`src/rtl/mips_isa_pkg.sv`:
```
// Shared MIPS ISA constants: symbolic mnemonic codes, R-type functs, opcodes
// and the loader FSM state type used by the instruction encoder.
package mips_isa_pkg;

  localparam logic [4:0] MN_ADD   = 5'd0;
  localparam logic [4:0] MN_ADDU  = 5'd1;
  localparam logic [4:0] MN_SUB   = 5'd2;
  localparam logic [4:0] MN_SUBU  = 5'd3;
  localparam logic [4:0] MN_AND   = 5'd4;
  localparam logic [4:0] MN_OR    = 5'd5;
  localparam logic [4:0] MN_XOR   = 5'd6;
  localparam logic [4:0] MN_NOR   = 5'd7;
  localparam logic [4:0] MN_SLT   = 5'd8;
  localparam logic [4:0] MN_SLTU  = 5'd9;
  localparam logic [4:0] MN_LW    = 5'd10;
  localparam logic [4:0] MN_SW    = 5'd11;
  localparam logic [4:0] MN_BEQ   = 5'd12;
  localparam logic [4:0] MN_BNE   = 5'd13;
  localparam logic [4:0] MN_ANDI  = 5'd14;
  localparam logic [4:0] MN_ORI   = 5'd15;
  localparam logic [4:0] MN_XORI  = 5'd16;
  localparam logic [4:0] MN_ADDI  = 5'd17;
  localparam logic [4:0] MN_ADDIU = 5'd18;
  localparam logic [4:0] MN_SLTI  = 5'd19;
  localparam logic [4:0] MN_SLTIU = 5'd20;
  localparam logic [4:0] MN_LAST  = 5'd20;

  localparam logic [5:0] FN_ADD  = 6'b100000;
  localparam logic [5:0] FN_ADDU = 6'b100001;
  localparam logic [5:0] FN_SUB  = 6'b100010;
  localparam logic [5:0] FN_SUBU = 6'b100011;
  localparam logic [5:0] FN_AND  = 6'b100100;
  localparam logic [5:0] FN_OR   = 6'b100101;
  localparam logic [5:0] FN_XOR  = 6'b100110;
  localparam logic [5:0] FN_NOR  = 6'b100111;
  localparam logic [5:0] FN_SLT  = 6'b101010;
  localparam logic [5:0] FN_SLTU = 6'b101011;

  localparam logic [5:0] OP_RTYPE = 6'b000000;
  localparam logic [5:0] OP_LW    = 6'b100011;
  localparam logic [5:0] OP_SW    = 6'b101011;
  localparam logic [5:0] OP_BEQ   = 6'b000100;
  localparam logic [5:0] OP_BNE   = 6'b000101;
  localparam logic [5:0] OP_ANDI  = 6'b001100;
  localparam logic [5:0] OP_ORI   = 6'b001101;
  localparam logic [5:0] OP_XORI  = 6'b001110;
  localparam logic [5:0] OP_ADDI  = 6'b001000;
  localparam logic [5:0] OP_ADDIU = 6'b001001;
  localparam logic [5:0] OP_SLTI  = 6'b001010;
  localparam logic [5:0] OP_SLTIU = 6'b001011;

  typedef enum logic [1:0] {
    ST_IDLE  = 2'd0,
    ST_WRITE = 2'd1,
    ST_FULL  = 2'd2
  } enc_state_e;

endpackage

```
`src/rtl/mips_word_encode.sv`:
```
// Combinational mnemonic-to-machine-word translation. Codes above MN_LAST
// report legal=0 and yield a zero word.
module mips_word_encode
  import mips_isa_pkg::*;
(
  input  logic [4:0]  mnem,
  input  logic [4:0]  rs,
  input  logic [4:0]  rt,
  input  logic [4:0]  rd,
  input  logic [15:0] imm,
  output logic [31:0] word,
  output logic        legal
);

  logic       rtype;
  logic [5:0] funct;
  logic [5:0] op;

  always_comb begin
    rtype = 1'b0;
    legal = 1'b1;
    funct = 6'b0;
    op    = OP_RTYPE;
    case (mnem)
      MN_ADD:   begin rtype = 1'b1; funct = FN_ADD;  end
      MN_ADDU:  begin rtype = 1'b1; funct = FN_ADDU; end
      MN_SUB:   begin rtype = 1'b1; funct = FN_SUB;  end
      MN_SUBU:  begin rtype = 1'b1; funct = FN_SUBU; end
      MN_AND:   begin rtype = 1'b1; funct = FN_AND;  end
      MN_OR:    begin rtype = 1'b1; funct = FN_OR;   end
      MN_XOR:   begin rtype = 1'b1; funct = FN_XOR;  end
      MN_NOR:   begin rtype = 1'b1; funct = FN_NOR;  end
      MN_SLT:   begin rtype = 1'b1; funct = FN_SLT;  end
      MN_SLTU:  begin rtype = 1'b1; funct = FN_SLTU; end
      MN_LW:    op = OP_LW;
      MN_SW:    op = OP_SW;
      MN_BEQ:   op = OP_BEQ;
      MN_BNE:   op = OP_BNE;
      MN_ANDI:  op = OP_ANDI;
      MN_ORI:   op = OP_ORI;
      MN_XORI:  op = OP_XORI;
      MN_ADDI:  op = OP_ADDI;
      MN_ADDIU: op = OP_ADDIU;
      MN_SLTI:  op = OP_SLTI;
      MN_SLTIU: op = OP_SLTIU;
      default:  legal = 1'b0;
    endcase

    // Immediates are passed through raw; rd only exists in the R-type format.
    if (rtype) begin
      word = {OP_RTYPE, rs, rt, rd, 5'b0, funct};
    end else if (legal) begin
      word = {op, rs, rt, imm};
    end else begin
      word = 32'h0;
    end
  end

endmodule

```
`src/rtl/mips_instr_encoder.sv`:
```
// Instruction-memory loader: encodes one symbolic instruction per handshake
// and writes it to consecutive word addresses through a stallable write port.
module mips_instr_encoder
  import mips_isa_pkg::*;
#(
  parameter int ADDR_W    = 8,
  parameter int BASE_ADDR = 0
) (
  input  logic              clk,
  input  logic              rst_n,
  input  logic              start,
  input  logic              in_valid,
  output logic              in_ready,
  input  logic [4:0]        in_mnem,
  input  logic [4:0]        in_rs,
  input  logic [4:0]        in_rt,
  input  logic [4:0]        in_rd,
  input  logic [15:0]       in_imm,
  output logic              imem_we,
  output logic [ADDR_W-1:0] imem_addr,
  output logic [31:0]       imem_wdata,
  input  logic              imem_ready,
  output logic [ADDR_W:0]   count,
  output logic              full,
  output logic              err
);

  localparam logic [ADDR_W-1:0] BASE      = ADDR_W'(BASE_ADDR);
  localparam logic [ADDR_W-1:0] LAST_ADDR = '1;
  localparam logic [ADDR_W-1:0] ADDR_ONE  = ADDR_W'(1);
  localparam logic [ADDR_W:0]   CNT_ONE   = (ADDR_W + 1)'(1);

  enc_state_e        state_q;
  logic [ADDR_W-1:0] addr_q;
  logic [31:0]       wdata_q;
  logic [ADDR_W:0]   count_q;
  logic              err_q;

  logic [31:0] enc_word;
  logic        enc_legal;
  logic        accept;
  logic        at_last;
  logic        hs;
  logic        hs_legal;
  logic        hs_illegal;

  mips_word_encode u_encode (
    .mnem  (in_mnem),
    .rs    (in_rs),
    .rt    (in_rt),
    .rd    (in_rd),
    .imm   (in_imm),
    .word  (enc_word),
    .legal (enc_legal)
  );

  assign accept  = (state_q == ST_WRITE) && imem_ready;
  assign at_last = (addr_q == LAST_ADDR);

  // A new word may only be taken while the pending one drains this cycle and
  // has somewhere to go afterwards; the last slot must retire alone.
  assign in_ready = rst_n && !start &&
                    ((state_q == ST_IDLE) ||
                     ((state_q == ST_WRITE) && imem_ready && !at_last));

  assign hs         = in_valid && in_ready;
  assign hs_legal   = hs && enc_legal;
  assign hs_illegal = hs && !enc_legal;

  always_ff @(posedge clk or negedge rst_n) begin
    if (!rst_n) begin
      state_q <= ST_IDLE;
      addr_q  <= BASE;
      wdata_q <= 32'h0;
      count_q <= '0;
      err_q   <= 1'b0;
    end else if (start) begin
      state_q <= ST_IDLE;
      addr_q  <= BASE;
      wdata_q <= 32'h0;
      count_q <= '0;
      err_q   <= 1'b0;
    end else begin
      if (hs_illegal) begin
        err_q <= 1'b1;
      end
      if (hs_legal) begin
        wdata_q <= enc_word;
      end
      case (state_q)
        ST_IDLE: begin
          if (hs_legal) begin
            state_q <= ST_WRITE;
          end
        end
        ST_WRITE: begin
          if (accept) begin
            count_q <= count_q + CNT_ONE;
            if (at_last) begin
              state_q <= ST_FULL;
            end else begin
              addr_q  <= addr_q + ADDR_ONE;
              state_q <= hs_legal ? ST_WRITE : ST_IDLE;
            end
          end
        end
        ST_FULL: begin
          state_q <= ST_FULL;
        end
        default: begin
          state_q <= ST_IDLE;
        end
      endcase
    end
  end

  assign imem_we    = (state_q == ST_WRITE);
  assign imem_addr  = addr_q;
  assign imem_wdata = wdata_q;
  assign count      = count_q;
  assign full       = (state_q == ST_FULL);
  assign err        = err_q;

endmodule

```
`config.mk`:
```
export PLATFORM = sky130hd
export DESIGN_NAME = mips_instr_encoder
export DESIGN_NICKNAME = d
export VERILOG_FILES = /design/src/rtl/mips_isa_pkg.sv /design/src/rtl/mips_word_encode.sv /design/src/rtl/mips_instr_encoder.sv
export SDC_FILE = /design/constraint.sdc
export NUM_CORES = 1
export LEC_CHECK = 0
export ABC_AREA = 1
export CAP_MARGIN = 20
export CORE_AREA = 4 4 128 81
export CTS_CLUSTER_SIZE = 10
export DETAILED_ROUTE_END_ITERATION = 7
export DIE_AREA = 0 0 132 85
export DONT_BUFFER_PORTS = 1
export GPL_TIMING_DRIVEN = 0
export PLACE_DENSITY = 0.44
export SETUP_SLACK_MARGIN = 0.1
export SYNTH_ARGS = -nofsm -noshare
export SYNTH_HDL_FRONTEND = slang
export SYNTH_SLANG_ARGS = --single-unit
```
`constraint.sdc`:
```
create_clock -name clk -period 2.54 [get_ports clk]
set_input_delay 0.508 -clock clk [delete_from_list [all_inputs] [get_ports clk]]
set_output_delay 0.508 -clock clk [all_outputs]
set_load 0.01 [all_outputs]
```
==> results of run 1 <==
-- flip-flops by register name, indices dropped and copies added (netlist names) --
register / cells
count: 9
err: 1
imem_addr: 8
imem_wdata: 31
state_q: 2
-- metal layers --
layer,GRT usage (%),part of all wire [%]
met1,21.74,50
met2,19.67,39
met3,6.398,9.8
met4,2.383,0.59
met5,0,0
-- per-stage QoR --
step	instance area [um2]	hold slack, ns	total power [mW]
floorplan	2710	0.2124	1.009
global placement	2855	0.2146	1.057
detailed placement	2855	0.2145	1.058
CTS	3057	0.07913	1.893
global route	3057	0.07430	1.967
finish	3057	0.07036	1.862
-- final cells by class --
class	instances	area share, %
clock buffers	6	4.544
clock inverters	2	1.146
inverters	31	3.807
flip-flops and latches	51	41.75
multi-input cells	256	39.05
repair buffers	1	0.9005
plain buffers	17	4.052
well taps	116	4.748
-- cell families (layout without fill, tap and decap cells) --
kind of cell | after synthesis | count (layout) | synth area share [%]
simple gates | 217 | 217 | 35.69
flops | 51 | 51 | 47.09
buf+inv | 48 | 57 | 8.864
compound gates | 35 | 35 | 6.971
fa+ha+maj | 2 | 2 | 0.9232
other cells | 1 | 1 | 0.1384
xor+xnor | 1 | 1 | 0.3232
-- layout by cell type (no fill, tap or decap), drive strengths merged --
cell type	instances
clkinv	1
inv	31
nor3	8
nand4	6
nand3	57
or2	1
conb	1
a21oi	12
dfrtp	51
o21ai	16
nor2	33
o32ai	1
o21bai	1
bufinv	1
clkbuf	9
a21o	1
nand2	111
nor3b	1
a31oi	2
buf	15
xor2	1
ha	2
o22ai	2
-- final timing paths --
check | from | endpoint | slack, ns | cells past startpoint
worst max-delay path | imem_addr[0]$_DFFE_PN0P_ | in_ready | 0.26 | 6
worst min-delay path | rst_n | imem_wdata[21]$_DFFE_PN0P_ | 0.07 | 1
worst max register to register | imem_addr[0]$_DFFE_PN0P_ | imem_wdata[27]$_DFFE_PN0P_ | 0.70 | 10
worst min register to register | imem_wdata[21]$_DFFE_PN0P_ | imem_wdata[21]$_DFFE_PN0P_ | 0.57 | 2
max in group asynchronous | rst_n | imem_wdata[27]$_DFFE_PN0P_ | 2.23 | 1
min in group clk | in_rs[0] | imem_wdata[21]$_DFFE_PN0P_ | 0.33 | 2
-- power groups by stage --
stage	Combinational (mW)	Clock (mW)	Sequential (mW)
3_5_place_dp	0.164	0	0.894
5_1_grt	0.210	0.874	0.883
3_3_place_gp	0.162	0	0.895
6_report	0.183	0.801	0.878
4_1_cts	0.187	0.827	0.879
2_1_floorplan	0.124	0	0.885
-- critical path, stage by stage, from the launching register on --
cell and delay [ns]:
dfrtp_1 0.46, ha_1 0.27, inv_1 0.08, nor2_1 0.05
nand2_1 0.15, nand2_4 0.12, a21oi_1 0.35
==> metrics.yaml, run 1 <==
power:
  p_seq_share_pct: 47.2
  p_comb_share_pct: 9.8
  ir_drop_uv: 274.2
  pwr_density_cell_mw_per_mm2: 609.0
  switchingPower_mw: 0.4733
  clock_power_share_pct: 43.0
  internal-power_mw: 1.388
  p_leak_nw: 1.545
  p_sw_share_pct: 25.42
floorplanning:
  ios: 94
  placeableCoreArea_mm2: 0.009087
  fp.dieArea_mm2: 0.01122
  start_util_pct: 29.82
  die_w_um: 132
  die_h_um: 85
  rows: 27
place:
  gp_congestion: 0.7883
  port_buffers: 0
  dp_hpwl_um: 5934
  post-place-ws_ns: 0.5436
  post-place-cells: 471
worst_setup_path:
  cp-start-kind: "register"
  worstPathRequired_ns: 2.03
  critPathArrivalTime_ns: 1.77
  cp_max_fo: 8
  worstSetupPathType: "reg2out"
  end_kind: "output pin"
logic_synthesis:
  synthTopCellsByArea: "dfrtp_1 (47%), nand2_1 (15%), nand3_1 (10%)"
  async_reset_ff_share_pct: 100.0
  yosys.cell_types.count: 31
  synth-seq-cells: 51
  synth_top_area_share_pct: 47.09
  syn_nets: 398
  synth_edf_count: 0
  synthFlopType: "dfrtp_1"
  ys_seq_area_share_pct: 47.09
  yosys_warnings: 0
  synth_area_leader_cell: "dfrtp_1"
  synth_commonest_cells: "nand2_1 (105), nand3_1 (56), dfrtp_1 (51)"
  synthCells: 355
  syn_area_mm2: 0.002710
  avgSynthCellArea_um2: 7.634
  yosysMostFrequentCell: "nand2_1"
grt:
  grt_pass1_wl_um: 13050
  grt_usage_pct: 14.66
  grt_max_degree: 52
  antenna_found_initial: 0
  overflow: 0
  grt_pass1_vias: 2244
sta:
  slew_violations: 0
  period_share_pct: 89.78
  setup_tns_ns: 0
  period_needed_ns: 2.280
  setup_viol: 0
  rsz0062_at_grt: "no"
  setup_ws_ns: 0.2596
  slew_headroom_pct: 56.68
  final-hold-violation-count: 0
  worstMarginPinSlew_ns: 0.6498
  fmax_mhz: 438.5
  skew_ns: 0.003863
layout:
  syn2layout_area_growth_pct: 12.79
  final_nets: 406
  regArea_mm2: 0.001276
  fillCellCount: 979
  diodes: 0
  stdcell_count: 480
  multi_input_area_mm2: 0.001194
  drive_above_1_share_pct: 10.16
  post-route-util_pct: 33.64
cts:
  cts_repair_resize_count: 0
  cts-root-buf: "clkbuf_16"
  clkSinkCount: 51
  clk_latency_ns: 0.29
  clockBufferDepth: 2
  post_cts_buffers: 0
  cts_hold_buf: 1
  path_clk_slew_ns: 0.07
  cts_buffers: 5
  tritoncts: "built"
  cts-htree-levels: 2
routing:
  via_per_inst: 5.000
  ant_nets: 0
  vias: 2400
  drt-initial-drc-count: 152
  post_drt_wl_per_cell_um: 16.96
  routed_wirelength_um: 8140
  drc: 0
  first_pass_iters: 4
run_status:
  status: "finished, final reports clean"
job:
  drv_cap: 0
min_path:
  hp-class: "in2async"
Power figures use the tool's default switching activity.
==> run 2, diff against run 1 <==
--- a/config.mk
+++ b/config.mk
@@ -14,6 +14,7 @@
 export DONT_BUFFER_PORTS = 1
 export GPL_TIMING_DRIVEN = 0
 export PLACE_DENSITY = 0.44
+export RECOVER_POWER = 50
 export SETUP_SLACK_MARGIN = 0.1
 export SYNTH_ARGS = -nofsm -noshare
 export SYNTH_HDL_FRONTEND = slang
==> metrics.yaml, run 2 (synthesized netlist as in run 1, its figures left out) <==
sta:
  skew_ns: 0.003863  # -0.00000006000 ns
  slew_headroom_pct: 10.91  # -46 points
  setup_tns_ns: 0  # unchanged
  period_needed_ns: 2.280  # +0.000001000 ns
  setup_viol: 0  # unchanged
  final-hold-violation-count: 0  # unchanged
  period_share_pct: 89.78  # about the same
  rsz0062_at_grt: "no"
  fmax_mhz: 438.5  # unchanged
  slew_violations: 0  # unchanged
  setup_ws_ns: 0.2596  # -0.000001000 ns
  worstMarginPinSlew_ns: 1.336  # +0.6865 ns
worst_setup_path:
  end_kind: "output pin"
  critPathArrivalTime_ns: 1.77  # about the same
  r2r-start: "imem_addr[0]$_DFFE_PN0P_"
  rrSetupSlack_ns: 0.70  # about the same
  worstPathRequired_ns: 2.03  # about the same
  r2r_cells: 10  # unchanged
  cp_cell_sequence: "ha_1 -> inv_1 -> nor2_1 -> nand2_1 -> nand2_4 -> a21oi_1"
  crit_family: "flip-flops"
  crit_buf_inv: 1  # unchanged
  cp_max_fo: 8  # unchanged
  r2r-end: "imem_wdata[27]$_DFFE_PN0P_"
  max_stage_delay_ns: 0.46  # about the same
  worstSetupPathType: "reg2out"
  cp-start-kind: "register"
  cp_slowest_cell: "dfrtp_1"
place:
  dp_hpwl_um: 5934  # unchanged
  port_buffers: 0  # unchanged
  post_dp_cell_area_mm2: 0.002855  # unchanged
  post-place-ws_ns: 0.5436  # unchanged
  gp_congestion: 0.7883  # unchanged
cts:
  cts-root-buf: "clkbuf_16"
  path_clk_slew_ns: 0.07  # about the same
  cts_buffers: 5  # unchanged
  clkSinkCount: 51  # unchanged
  cts_repair_resize_count: 0  # unchanged
  tritoncts: "built"
  clk_latency_ns: 0.29  # about the same
  clockBufferDepth: 2  # unchanged
  cts-htree-levels: 2  # unchanged
routing:
  post_drt_wl_per_cell_um: 16.96  # about the same
  ant_nets: 0  # unchanged
  routed_wirelength_um: 8143  # about the same
  drc: 0  # unchanged
  drt-initial-drc-count: 152  # unchanged
  first_pass_iters: 4  # unchanged
  vias: 2400  # unchanged
  via_per_inst: 5.000  # unchanged
grt:
  grt_usage_pct: 14.66  # unchanged
  grt_max_degree: 52  # unchanged
  antenna_found_initial: 0  # unchanged
  grt_pass1_vias: 2244  # unchanged
  overflow: 0  # unchanged
  grt_pass1_wl_um: 13050  # unchanged
power:
  pwr_density_cell_mw_per_mm2: 612.2  # +0.52%
  finalPower_mw: 1.858  # -0.22%
  clock_power_share_pct: 43.1  # about the same
  p_sw_share_pct: 25.48  # +0.055 points
  p_leak_nw: 1.536  # -0.55%
  switchingPower_mw: 0.4733  # about the same
  internal-power_mw: 1.384  # -0.29%
  p_seq_share_pct: 47.3  # about the same
  p_comb_share_pct: 9.6  # -0.2 points
  ir_drop_uv: 274.2  # about the same
floorplanning:
  ios: 94  # unchanged
  start_util_pct: 29.82  # unchanged
  fp.dieArea_mm2: 0.01122  # unchanged
  rows: 27  # unchanged
  die_w_um: 132  # unchanged
  die_h_um: 85  # unchanged
  placeableCoreArea_mm2: 0.009087  # unchanged
layout:
  largest_register_ffs: 31  # unchanged
  syn2layout_area_growth_pct: 11.96
  layout_common_cells: "nand2_1 (105), nand3_1 (56), dfrtp_1 (51)"
  final_common_cell: "nand2_1"
  drive_above_1_share_pct: 10.16  # unchanged
  fin_area_mm2: 0.003034  # -0.74%
  fillCellCount: 982  # +0.31%
  final_nets: 406  # unchanged
  diodes: 0  # unchanged
job:
  drv_cap: 0  # unchanged
min_path:
  hold_start: "in_rt[1]"
  hold_end: "imem_wdata[17]$_DFFE_PN0P_"
  hold_path_depth: 2
  hp-class: "in2reg"
run_status:
  status: "finished, final reports clean"
[run 2: cell types whose count changed in the layout (fill, tap and decap cells not counted), sizes merged]
cell and delta:
clkbuf +1, buf -1
[run 2: how the worst max path moves through the flow]
| stage | endpoint | slack [ns] | depth (start not counted) | startpoint |
|---|---|---|---|---|
| 4_1_cts | in_ready | 0.22 | 6 | imem_addr[0]$_DFFE_PN0P_ |
| 5_1_grt | in_ready | 0.12 | 6 | imem_addr[0]$_DFFE_PN0P_ |
| 3_5_place_dp | in_ready | 0.54 | 6 | imem_addr[0]$_DFFE_PN0P_ |
| 2_1_floorplan | in_ready | 0.80 | 6 | imem_addr[0]$_DFFE_PN0P_ |
| 3_3_place_gp | in_ready | 0.55 | 6 | imem_addr[0]$_DFFE_PN0P_ |
| 6_report | in_ready | 0.26 | 6 | imem_addr[0]$_DFFE_PN0P_ |
[run 2: cell type report]
cell class | instances | area [um2] | share of cell area, %
Inverter | 31 | 116.4 | 3.835
Buffer | 17 | 123.9 | 4.082
Multi-Input combinational cell | 256 | 1194 | 39.34
Timing Repair Buffer | 1 | 5.005 | 0.1649
Clock inverter | 2 | 35.03 | 1.155
Sequential cell | 51 | 1276 | 42.06
Tap cell | 116 | 145.1 | 4.783
Clock buffer | 6 | 138.9 | 4.577
[run 2: layer usage]
metal / GRT usage [%] / routed length [um]
met4: 2.383 / 48
met3: 6.398 / 795
met5: 0 / 0
met2: 19.67 / 3187
met1: 21.74 / 4110
[run 2: power by group through the flow]
stage,clock [mW],sequential (mW),combinational (mW)
final,0.801,0.878,0.179
after floorplan,0,0.885,0.124
after detailed placement,0,0.894,0.164
after global routing,0.874,0.883,0.206
after global placement,0,0.895,0.162
after CTS,0.827,0.879,0.187
[run 2: repair_timing]
action                    4_1_cts  5_1_grt
setup buffers                   0        0
hold buffers                    1        0
hold endpoints to repair       51        0
[run 2: through the flow]
| stage | cells | utilization (%) | hold WS, ns |
|---|---|---|---|
| final | 480 | 33.39 | 0.3332 |
| after global routing | 480 | 33.39 | 0.3153 |
| after CTS | 480 | 33.64 | 0.07913 |
| after detailed placement | 471 | 31.42 | 0.2145 |
| after global placement | 471 | 31.42 | 0.2146 |
| after floorplan | 355 | - | 0.2124 |
[run 2: worst reg2reg max path, cell delays in order (launching register included)]
cell and delay [ns]:
dfrtp_1 0.46, ha_1 0.25, inv_1 0.07, nor2_1 0.12, nand2_1 0.14, nand2_4 0.15, nand2_2 0.09, nand4_4 0.13
nand2_2 0.17, nand2_1 0.11, nand2_1 0.05
==> run 3, diff against run 2 <==
--- a/config.mk
+++ b/config.mk
@@ -5,15 +5,14 @@
 export SDC_FILE = /design/constraint.sdc
 export NUM_CORES = 1
 export LEC_CHECK = 0
-export ABC_AREA = 1
 export CAP_MARGIN = 20
-export CORE_AREA = 4 4 128 81
+export CORE_AREA = 4 4 127 81
 export CTS_CLUSTER_SIZE = 10
 export DETAILED_ROUTE_END_ITERATION = 7
-export DIE_AREA = 0 0 132 85
+export DIE_AREA = 0 0 131 85
 export DONT_BUFFER_PORTS = 1
 export GPL_TIMING_DRIVEN = 0
-export PLACE_DENSITY = 0.44
+export PLACE_DENSITY_LB_ADDON = 0.15
 export RECOVER_POWER = 50
 export SETUP_SLACK_MARGIN = 0.1
 export SYNTH_ARGS = -nofsm -noshare
==> metrics.yaml, run 3 <==
routing:
  routed_wirelength_um: 7007  # -14%
  drc: 0  # unchanged
  via_per_inst: 5.005  # +0.11%
  first_pass_iters: 4  # unchanged
  vias: 1892  # -21%
  ant_nets: 0  # unchanged
  post_drt_wl_per_cell_um: 18.54  # +9.3%
  drt-initial-drc-count: 70  # -54%
worst_setup_path:
  critPathArrivalTime_ns: 1.73  # -0.04 ns
  r2r_cells: 5  # -5
  end_kind: "output pin"
  cp_max_fo: 5  # -3
  cp_num_cells: 4  # -2
  max_stage_delay_ns: 0.46  # about the same
  cp_slowest_cell: "dfrtp_1"
  cp-start-kind: "register"
  cp_cell_sequence: "ha_1 -> a41oi_4 -> nor2_1 -> nor3b_2"
  worstSetupPathType: "reg2out"
  crit_buf_inv: 0  # -1
  crit_family: "flip-flops"
  worstPathRequired_ns: 2.03  # about the same
power:
  pwr_density_cell_mw_per_mm2: 622.7  # +1.7%
  p_leak_nw: 1.420  # -7.6%
  ir_drop_uv: 232.2  # -15%
  p_seq_share_pct: 45.7  # -1.6 points
  clock_power_share_pct: 46.7  # +3.6 points
  switchingPower_mw: 0.4304  # -9.1%
  internal-power_mw: 1.453  # +5.0%
  p_sw_share_pct: 22.85  # -2.6 points
  p_comb_share_pct: 7.6  # -2.0 points
floorplanning:
  die_h_um: 85  # unchanged
  placeableCoreArea_mm2: 0.009020  # -0.74%
  die_w_um: 131  # -0.76%
  ios: 94  # unchanged
  fp.dieArea_mm2: 0.01114  # -0.76%
  rows: 27  # unchanged
  start_util_pct: 29.69  # -0.14 points
cts:
  tritoncts: "built"
  clkSinkCount: 51  # unchanged
  cts-root-buf: "clkbuf_16"
  clk_latency_ns: 0.29  # about the same
  clockBufferDepth: 2  # unchanged
  cts-htree-levels: 2  # unchanged
  path_clk_slew_ns: 0.07  # about the same
  cts_buffers: 5  # unchanged
  post_cts_buffers: 0  # unchanged
sta:
  fmax_mhz: 446.0  # +1.7%
  final-hold-violation-count: 0  # unchanged
  setup_ws_ns: 0.2980  # +0.03844 ns
  period_share_pct: 88.27  # -1.5 points
  setup_tns_ns: 0  # unchanged
  setup_viol: 0  # unchanged
  slew_headroom_pct: 9.563  # -1.3 points
  rsz0062_at_grt: "no"
  period_needed_ns: 2.242  # -0.03844 ns
  skew_ns: 0.008401  # +0.004538 ns
  slew_violations: 0  # unchanged
  worstMarginPinSlew_ns: 1.357  # +0.02024 ns
logic_synthesis:
  synthFlopType: "dfrtp_1"
  synth_top_family_by_area: "simple AND/OR/NAND/NOR gates"
  syn_area_mm2: 0.002678  # -1.2%
  avgSynthCellArea_um2: 10.58  # +39%
  synthCells: 253  # -29%
  synthMuxAreaShare_pct: 12.85  # +13 points
  syn_nets: 296  # -26%
  synth-seq-cells: 51  # unchanged
  synth-simple-area-share_pct: 19.77  # -16 points
  yosysMostFrequentCell: "dfrtp_1"
  ys_seq_area_share_pct: 47.66  # +0.57 points
  yosys.cell_types.count: 50  # +61%
  synth_top_area_share_pct: 47.66  # +0.57 points
  synth_compound_area_share_pct: 11.82  # +4.9 points
  synthTopCellsByArea: "dfrtp_1 (48%), mux2i_1 (8.2%), nand2b_1 (5.6%)"
  yosys_warnings: 0  # unchanged
  synth_adder_area_share_pct: 0.9346  # +0.011 points
  synth_area_leader_cell: "dfrtp_1"
  async_reset_ff_share_pct: 100.0  # unchanged
  synth_commonest_cells: "dfrtp_1 (51), nand2b_1 (24), mux2i_1 (22)"
  synth-xor-area-share_pct: 3.271  # +2.9 points
  synth_edf_count: 0  # unchanged
grt:
  grt_pass1_wl_um: 10850  # -17%
  antenna_found_initial: 1  # +1
  grt_usage_pct: 12.74  # -1.9 points
  overflow: 0  # unchanged
  grt_max_degree: 52  # unchanged
  grt_pass1_vias: 1895  # -16%
layout:
  largest_register_ffs: 31  # unchanged
  final_common_cell: "dfrtp_1"
  fin_area_mm2: 0.003025  # -0.29%
  fillCellCount: 944  # -3.9%
  layout_common_cells: "dfrtp_1 (51), nand2b_1 (24), mux2i_1 (22)"
  drive_above_1_share_pct: 8.779  # -1.4 points
  diodes: 0  # unchanged
  final_nets: 304  # -25%
  post-route-util_pct: 33.54  # +0.15 points
  syn2layout_area_growth_pct: 12.99
job:
  drv_cap: 0  # unchanged
run_status:
  status: "finished, final reports clean"
place:
  post-place-ws_ns: 0.4393  # -0.1043 ns
  gp_congestion: 0.7198  # -8.7%
  port_buffers: 0  # unchanged
  post_dp_cell_area_mm2: 0.002823  # -1.1%
  dp_hpwl_um: 4992  # -16%
min_path:
  hold_path_depth: 1  # -1
  hp-class: "in2reg"
==> run 3: kinds of logic (layout without fill, tap and decap cells) <==
logic type / Yosys count / count (layout)
AO/OA/AOI/OAI: 44 / 44
buffers and inverters: 20 / 29
flip-flops: 51 / 51
other: 1 / 1
AND/OR/NAND/NOR: 92 / 92
XOR/XNOR: 10 / 10
adder cells (fa/ha/maj): 2 / 2
multiplexers: 33 / 33
==> run 3: layout make-up <==
type	count	area (um2)	share of cell area [%]
buffer	15	76.32	2.523
clock buffer	5	125.1	4.136
clock inverter	3	67.56	2.233
inverter	5	18.77	0.6203
multi-input combinational	182	1311	43.34
sequential	51	1276	42.18
tap	116	145.1	4.797
timing repair buffer	1	5.005	0.1654
==> run 3: per-layer routing <==
layer  global-route usage, %  up-vias  share of wire, %  routed length [um]
li1                        -      907                 -                   -
met1                   19.01      911                50                3471
met2                   16.48       62                40                2797
met3                   5.472       10               9.2                 647
met4                   3.361        2               1.1                  78
met5                       0        -              0.19                  13
==> run 3: metrics by stage <==
step                instances  power, mW  hold WS, ns
finish                    378      1.884       0.2847
global route              378      1.980       0.2837
CTS                       378      1.931      0.07311
detailed placement        369      1.007       0.2139
global placement          369      1.005       0.2137
floorplan                 253     0.9724       0.2124
==> run 3: repair_timing <==
item                                    in CTS  in global routing
resized for setup                            0                  1
endpoints found under the setup margin       0                  1
endpoints found under the hold margin       51                  0
hold buffers                                 1                  0
==> run 3: path summary, 6_finish.rpt <==
path / from / endpoint / slack [ns]
max in group asynchronous: rst_n / imem_wdata[21]$_DFFE_PN0P_ / 1.20
worst max-delay path: imem_addr[0]$_DFFE_PN0P_ / in_ready / 0.30
min in group asynchronous: rst_n / count[6]$_DFFE_PN0P_ / 0.51
worst min register to register: state_q[1]$_DFFE_PN0P_ / state_q[0]$_DFFE_PN0P_ / 0.55
worst max register to register: imem_addr[3]$_DFFE_PN0P_ / imem_wdata[22]$_DFFE_PN0P_ / 0.45
worst min-delay path: imem_ready / state_q[0]$_DFFE_PN0P_ / 0.28
==> run 3: power by group through the flow <==
stage | logic [mW] | registers (mW) | clock network (mW)
6_report | 0.144 | 0.861 | 0.879
5_1_grt | 0.167 | 0.864 | 0.949
4_1_cts | 0.153 | 0.861 | 0.917
3_5_place_dp | 0.130 | 0.877 | 0
3_3_place_gp | 0.127 | 0.877 | 0
2_1_floorplan | 0.101 | 0.871 | 0
